[src/rtl/sram_like_arbiter_pkg.sv]
// sram_like_arbiter_pkg
//   Shared definitions for the SRAM-like arbiter slice:
//   - owner IDs that tag each accepted transaction
//   - SRAM-like field widths
//   - lock FSM state encodings
//   - the request bundle type used by the slave-side mux
package sram_like_arbiter_pkg;

    localparam logic OWN_INST = 1'b0;  // instruction fetch master (m0)
    localparam logic OWN_DATA = 1'b1;  // load/store master (m1)

    localparam int ADDR_W = 32;
    localparam int DATA_W = 32;
    localparam int SIZE_W = 2;
    localparam int STRB_W = 4;

    localparam logic [0:0] ST_UNLOCKED = 1'b0;
    localparam logic [0:0] ST_LOCKED   = 1'b1;

    typedef struct packed {
        logic              wr;
        logic [SIZE_W-1:0] size;
        logic [STRB_W-1:0] wstrb;
        logic [ADDR_W-1:0] addr;
        logic [DATA_W-1:0] wdata;
    } sram_req_t;

endpackage

[src/rtl/sram_like_arbiter_owner_fifo.sv]
// sram_like_arbiter_owner_fifo
//   Synchronous FIFO of 1-bit owner IDs, one entry per accepted transaction,
//   popped in issue order as responses come back.
// Ports
//   clk, reset   clock, asynchronous active-high reset (empties the FIFO)
//   push, din    enqueue owner ID din (ignored when full)
//   pop          dequeue head (ignored when empty)
//   full, empty  occupancy flags
//   head         owner ID at the front of the queue
module sram_like_arbiter_owner_fifo #(
    parameter int DEPTH = 2
) (
    input  logic clk,
    input  logic reset,
    input  logic push,
    input  logic din,
    input  logic pop,
    output logic full,
    output logic empty,
    output logic head
);

    localparam int PW = (DEPTH > 1) ? $clog2(DEPTH) : 1;
    localparam int CW = $clog2(DEPTH + 1);

    logic [DEPTH-1:0] mem;
    logic [PW-1:0]    wr_ptr;
    logic [PW-1:0]    rd_ptr;
    logic [CW-1:0]    count;
    logic             do_push;
    logic             do_pop;

    // Pointers wrap modulo DEPTH so non-power-of-two depths work.
    function automatic logic [PW-1:0] next_ptr(input logic [PW-1:0] p);
        return (p == PW'(DEPTH - 1)) ? '0 : p + PW'(1);
    endfunction

    assign full    = (count == CW'(DEPTH));
    assign empty   = (count == '0);
    assign head    = mem[rd_ptr];
    assign do_push = push & ~full;
    assign do_pop  = pop & ~empty;

    always_ff @(posedge clk or posedge reset) begin
        if (reset) begin
            mem    <= '0;
            wr_ptr <= '0;
            rd_ptr <= '0;
            count  <= '0;
        end else begin
            if (do_push) begin
                mem[wr_ptr] <= din;
                wr_ptr      <= next_ptr(wr_ptr);
            end
            if (do_pop) begin
                rd_ptr <= next_ptr(rd_ptr);
            end
            case ({do_push, do_pop})
                2'b10:   count <= count + CW'(1);
                2'b01:   count <= count - CW'(1);
                default: count <= count;
            endcase
        end
    end

endmodule

[src/rtl/sram_like_arbiter.sv]
// sram_like_arbiter
//   Shares one SRAM-like slave port between instruction fetch (m0) and
//   load/store (m1). m1 has fixed priority, but after STARVE_LIMIT
//   consecutive m1 accepts while m0 waits, m0 is granted. Once a request is
//   presented and not accepted, the grant is locked until the address
//   handshake. Accepted transactions are tracked in an owner FIFO so each
//   in-order response is routed back to its issuer.
// Ports
//   clk, reset                      clock, asynchronous active-high reset
//   mX_req/wr/size/wstrb/addr/wdata master request (held until mX_addr_ok)
//   mX_addr_ok                      address handshake to master X
//   mX_data_ok, mX_rdata            response strobe and read data to master X
//   s_req/wr/size/wstrb/addr/wdata  muxed request to the slave
//   s_addr_ok                       slave accepted request
//   s_data_ok, s_rdata              in-order slave response
//
// Lock FSM
//   state       | meaning
//   ST_UNLOCKED | grant recomputed each cycle from priority/starvation rules
//   ST_LOCKED   | request presented but not accepted; grant held at lock_owner
module sram_like_arbiter
    import sram_like_arbiter_pkg::*;
#(
    parameter int OUTSTANDING  = 2,
    parameter int STARVE_LIMIT = 4
) (
    input  logic              clk,
    input  logic              reset,
    input  logic              m0_req,
    input  logic              m0_wr,
    input  logic [SIZE_W-1:0] m0_size,
    input  logic [STRB_W-1:0] m0_wstrb,
    input  logic [ADDR_W-1:0] m0_addr,
    input  logic [DATA_W-1:0] m0_wdata,
    output logic              m0_addr_ok,
    output logic              m0_data_ok,
    output logic [DATA_W-1:0] m0_rdata,
    input  logic              m1_req,
    input  logic              m1_wr,
    input  logic [SIZE_W-1:0] m1_size,
    input  logic [STRB_W-1:0] m1_wstrb,
    input  logic [ADDR_W-1:0] m1_addr,
    input  logic [DATA_W-1:0] m1_wdata,
    output logic              m1_addr_ok,
    output logic              m1_data_ok,
    output logic [DATA_W-1:0] m1_rdata,
    output logic              s_req,
    output logic              s_wr,
    output logic [SIZE_W-1:0] s_size,
    output logic [STRB_W-1:0] s_wstrb,
    output logic [ADDR_W-1:0] s_addr,
    output logic [DATA_W-1:0] s_wdata,
    input  logic              s_addr_ok,
    input  logic              s_data_ok,
    input  logic [DATA_W-1:0] s_rdata
);

    localparam int SCW = $clog2(STARVE_LIMIT + 1);

    logic [0:0]     lock_state;
    logic           lock_owner;
    logic [SCW-1:0] starve_cnt;
    logic           grant;
    logic           grant_req;
    logic           accept;
    logic           fifo_full;
    logic           fifo_empty;
    logic           fifo_head;
    sram_req_t      m0_bundle;
    sram_req_t      m1_bundle;
    sram_req_t      sel;

    always_comb begin
        grant = OWN_DATA;
        if (lock_state == ST_LOCKED) begin
            grant = lock_owner;
        end else if (m1_req && (starve_cnt < SCW'(STARVE_LIMIT))) begin
            grant = OWN_DATA;
        end else if (m0_req) begin
            grant = OWN_INST;
        end
    end

    assign m0_bundle = '{wr: m0_wr, size: m0_size, wstrb: m0_wstrb, addr: m0_addr, wdata: m0_wdata};
    assign m1_bundle = '{wr: m1_wr, size: m1_size, wstrb: m1_wstrb, addr: m1_addr, wdata: m1_wdata};
    assign sel       = (grant == OWN_DATA) ? m1_bundle : m0_bundle;
    assign grant_req = (grant == OWN_DATA) ? m1_req : m0_req;

    // Full blocks issue even when a pop lands in the same cycle, which keeps
    // s_req free of any combinational path from s_data_ok.
    assign s_req   = grant_req & ~fifo_full;
    assign accept  = s_req & s_addr_ok;

    // Fields are zeroed when idle; while locked s_req stays high so they hold.
    assign s_wr    = s_req & sel.wr;
    assign s_size  = s_req ? sel.size  : '0;
    assign s_wstrb = s_req ? sel.wstrb : '0;
    assign s_addr  = s_req ? sel.addr  : '0;
    assign s_wdata = s_req ? sel.wdata : '0;

    assign m0_addr_ok = accept & (grant == OWN_INST);
    assign m1_addr_ok = accept & (grant == OWN_DATA);

    assign m0_data_ok = s_data_ok & ~fifo_empty & (fifo_head == OWN_INST);
    assign m1_data_ok = s_data_ok & ~fifo_empty & (fifo_head == OWN_DATA);
    assign m0_rdata   = (~fifo_empty && fifo_head == OWN_INST) ? s_rdata : '0;
    assign m1_rdata   = (~fifo_empty && fifo_head == OWN_DATA) ? s_rdata : '0;

    always_ff @(posedge clk or posedge reset) begin
        if (reset) begin
            lock_state <= ST_UNLOCKED;
            lock_owner <= OWN_INST;
        end else begin
            case (lock_state)
                ST_UNLOCKED: begin
                    if (s_req && !s_addr_ok) begin
                        lock_state <= ST_LOCKED;
                        lock_owner <= grant;
                    end
                end
                ST_LOCKED: begin
                    if (s_addr_ok) begin
                        lock_state <= ST_UNLOCKED;
                    end
                end
                default: lock_state <= ST_UNLOCKED;
            endcase
        end
    end

    // Counts consecutive m1 accepts that happened while m0 was waiting.
    always_ff @(posedge clk or posedge reset) begin
        if (reset) begin
            starve_cnt <= '0;
        end else if (accept) begin
            if (grant == OWN_DATA && m0_req) begin
                if (starve_cnt < SCW'(STARVE_LIMIT)) begin
                    starve_cnt <= starve_cnt + SCW'(1);
                end
            end else begin
                starve_cnt <= '0;
            end
        end
    end

    sram_like_arbiter_owner_fifo #(
        .DEPTH (OUTSTANDING)
    ) u_owner_fifo (
        .clk   (clk),
        .reset (reset),
        .push  (accept),
        .din   (grant),
        .pop   (s_data_ok),
        .full  (fifo_full),
        .empty (fifo_empty),
        .head  (fifo_head)
    );

    // A response with nothing outstanding is a slave protocol error; it is
    // dropped above and only reported in simulation.
    always @(posedge clk) begin
        if (!reset) begin
            assert (!(s_data_ok && fifo_empty))
                else $warning("stray s_data_ok with no outstanding transaction");
        end
    end

endmodule
[config.mk]
export PLATFORM = sky130hd
export DESIGN_NAME = sram_like_arbiter
export DESIGN_NICKNAME = d
export VERILOG_FILES = /design/src/rtl/sram_like_arbiter_pkg.sv /design/src/rtl/sram_like_arbiter_owner_fifo.sv /design/src/rtl/sram_like_arbiter.sv
export SDC_FILE = /design/constraint.sdc
export NUM_CORES = 1
export LEC_CHECK = 0
export ABC_AREA = 1
export CORE_AREA = 2 2 124 126
export CTS_CLUSTER_SIZE = 40
export DETAILED_ROUTE_END_ITERATION = 8
export DIE_AREA = 0 0 126 128
export DONT_BUFFER_PORTS = 1
export SETUP_SLACK_MARGIN = 0.02
export SLEW_MARGIN = 20
export SYNTH_ARGS = -nofsm -noshare
export SYNTH_HDL_FRONTEND = slang
export SYNTH_HIERARCHICAL = 1
export SYNTH_SLANG_ARGS = --single-unit
[constraint.sdc]
create_clock -name clk -period 2.18 [get_ports clk]
set_clock_uncertainty 0.05 [all_clocks]
set_input_delay 0.218 -clock clk [delete_from_list [all_inputs] [get_ports clk]]
set_output_delay 0.218 -clock clk [all_outputs]
set_load 0.02 [all_outputs]
==> flow_summary.ini <==
[worst_setup_path]
crit_required_ps = 1910
path_max_fanout = 33
reg2regPathDepth = 14
critPathArrivalTime_ps = 1800
cp-end-kind = primary output
worstSetupPathType = register to primary output
crit_path_start_kind = register

[die]
rows = 45
core_area_um2 = 14860
die_x_um = 126
design.portCount = 320
dieArea_um2 = 16130
floorplan.initialDensity_pct = 16.94
die_h_um = 128

[drt]
ant_nets = 0
vias = 2820
wl_per_cell_um = 12.80
routed_wl_mm = 8.515
drc = 0
via_per_inst = 4.241
first_pass_iters = 5
initialDrtViolationCount = 176

[grt]
grt-ovfl-total = 0
grt_first_pass_wirelength_mm = 12.03
grt_max_degree = 75
antenna_found_initial = 0
grt_pass1_vias = 2379
grtUsageTotal_pct = 9.260

[worst_hold_path]
hp-class = input port to register
hold_depth = 2

[finish]
area_growth_pct = 25.19
finalInstanceArea_um2 = 3153
fill_cells = 1661
drive_gt1_share_pct = 34.80
ff_latch_area_um2 = 275.3
fin_cells = 665
nNetsFinal = 660
multi_input_area_um2 = 1802
n_antenna_cell = 0

[sta]
hold_viol_final = 0
min_period_ps = 2067
final.setup.worst_slack_ps = 113.2
rsz0062_at_grt = no
drv_slew = 0
period_share_pct = 94.81
max_freq_ghz = 0.4838
tightest_slew_ps = 559.4
hold_ws_ps = 68.09
slew_headroom_pct = 62.71
tns_ps = 0
setup_violations = 0

[outcome]
status = finished, final reports clean

[clocking]
cts.clk_slew.worst_paths_ps = 40
clkSinkCount = 11
cts_tree = built
clk_latency_ps = 240
post_cts_buffers = 0
cts_made_buffers = 3
cts_root_buf = clkbuf_16
htree_levels = 1
clock_path_buffers = 2

[yosys]
synth_xor_xnor_area_share_pct = 0.3477
synthesis.nets = 621
yosysMostFrequentCell = nand2_1
synth_area_um2 = 2519
synth.yosys.warnings = 6
synth.area.top_cells = a21oi_2 24%, nand2_1 21%, nor2_1 11%
synth_top_family_by_area = simple AND/OR/NAND/NOR gates
ys_seq_elements = 11
yosysTopAreaCellShare_pct = 23.99
avgSynthCellArea_um2 = 5.737
synth_cells = 439
synth_cell_types = 25
seq_area_frac_synth_pct = 10.93
async_flop_share_pct = 100.0
synthAdderAreaFrac_pct = 0.9935
synth_commonest_cells = 144 x nand2_1, 74 x nor2_1, 69 x a21oi_2
synth_edf_count = 0
synthSimpleGateAreaFrac_pct = 44.06
synth-compound-area-share_pct = 25.78
synthFlopType = dfrtp_1
yosysTopAreaCell = a21oi_2
synth.area.mux_share_pct = 0

[placement]
dpl_cell_area_um2 = 3037
dpl_worst_slack_ps = 336.1
placed_cells = 659
routabilityCongestion = 0.8257
hpwl_mm = 7.010
port_buffers = 0

[power]
powerDensity_nw_per_um2 = 1543
p_sw_share_pct = 64.79
combPwrFrac_pct = 85.5
p_clk_share_pct = 7.1
p_sw_mw = 3.153
p_leak_nw = 1.563
irDropWorstVdd_uv = 555.9
p_int_mw = 1.713
p_seq_share_pct = 7.5

[job]
cap_violations = 0
-- power groups by stage --
stage	Sequential [mW]	Clock, mW	Combinational (mW)
2_1_floorplan	0.350	0	3.33
3_3_place_gp	0.362	0	4.15
3_5_place_dp	0.365	0	4.17
4_1_cts	0.362	0.356	4.19
5_1_grt	0.377	0.363	4.50
6_report	0.363	0.344	4.16
-- critical path: stages, from the launching register on --
cell and delay [ps]:
dfrtp_1 410, inv_1 90, nand2_2 80, inv_1 40, or2_2 510, nor2_1 420
-- repair_timing --
item	4_1_cts	5_1_grt
endpoints found under the hold margin	12	0
resized for setup	0	3
endpoints found under the setup margin	0	11
hold buffers	2	0
-- state kept, by name (all words and copies together) (netlist names) --
signal               count
lock_owner               1
lock_state               1
starve_cnt               3
u_owner_fifo/count       2
u_owner_fifo/mem         2
u_owner_fifo/rd_ptr      1
u_owner_fifo/wr_ptr      1
-- area by class of cell --
class	count	area share [%]
clock buffers	4	2.500
inverters	60	7.540
multi-input cells	340	57.14
flip-flops and latches	11	8.730
well taps	188	7.460
repair buffers	62	16.63
-- cell usage in the layout (no fill, tap or decap), types with 4 or more instances in the layout --
master,synthesis,layout
nand4_1,5,5
nor2_1,74,74
nand2_1,144,144
nand2_2,22,22
nand3_1,6,6
inv_1,56,56
a21oi_1,5,5
buf_12,0,4
buf_4,14,55
dfrtp_1,11,11
a21oi_2,69,69
-- per-layer routing --
layer | global-route usage [%] | wire, µm
met2 | 16.89 | 4337
met1 | 11.23 | 3380
met4 | 2.844 | 110
met5 | 0 | 0
met3 | 1.336 | 686
-- per-stage QoR --
stage / total power, mW / utilization [%]
detailed placement: 4.536 / 20.43
floorplan: 3.682 / -
global route: 5.237 / 21.21
CTS: 4.906 / 21.09
global placement: 4.510 / 20.43
finish: 4.867 / 21.21
-- final timing paths --
path / from / to / slack (ps)
max: u_owner_fifo/count[1] / m0_rdata[25] / 110
min: s_data_ok / u_owner_fifo/rd_ptr / 70
max reg2reg: u_owner_fifo/count[0] / u_owner_fifo/count[1] / 290
min reg2reg: u_owner_fifo/mem[1] / u_owner_fifo/mem[1] / 430
max in group asynchronous: reset / u_owner_fifo/count[1] / 1560
min in group asynchronous: reset / lock_state / 330
-- cells by family (layout without fill, tap and decap cells) --
kind of cell | Yosys count | in the layout
XOR/XNOR | 1 | 1
buffers and inverters | 88 | 126
flip-flops | 11 | 11
AO/OA/AOI/OAI | 77 | 77
AND/OR/NAND/NOR | 260 | 260
adder cells (fa/ha/maj) | 2 | 2
Power figures use the tool's default switching activity.
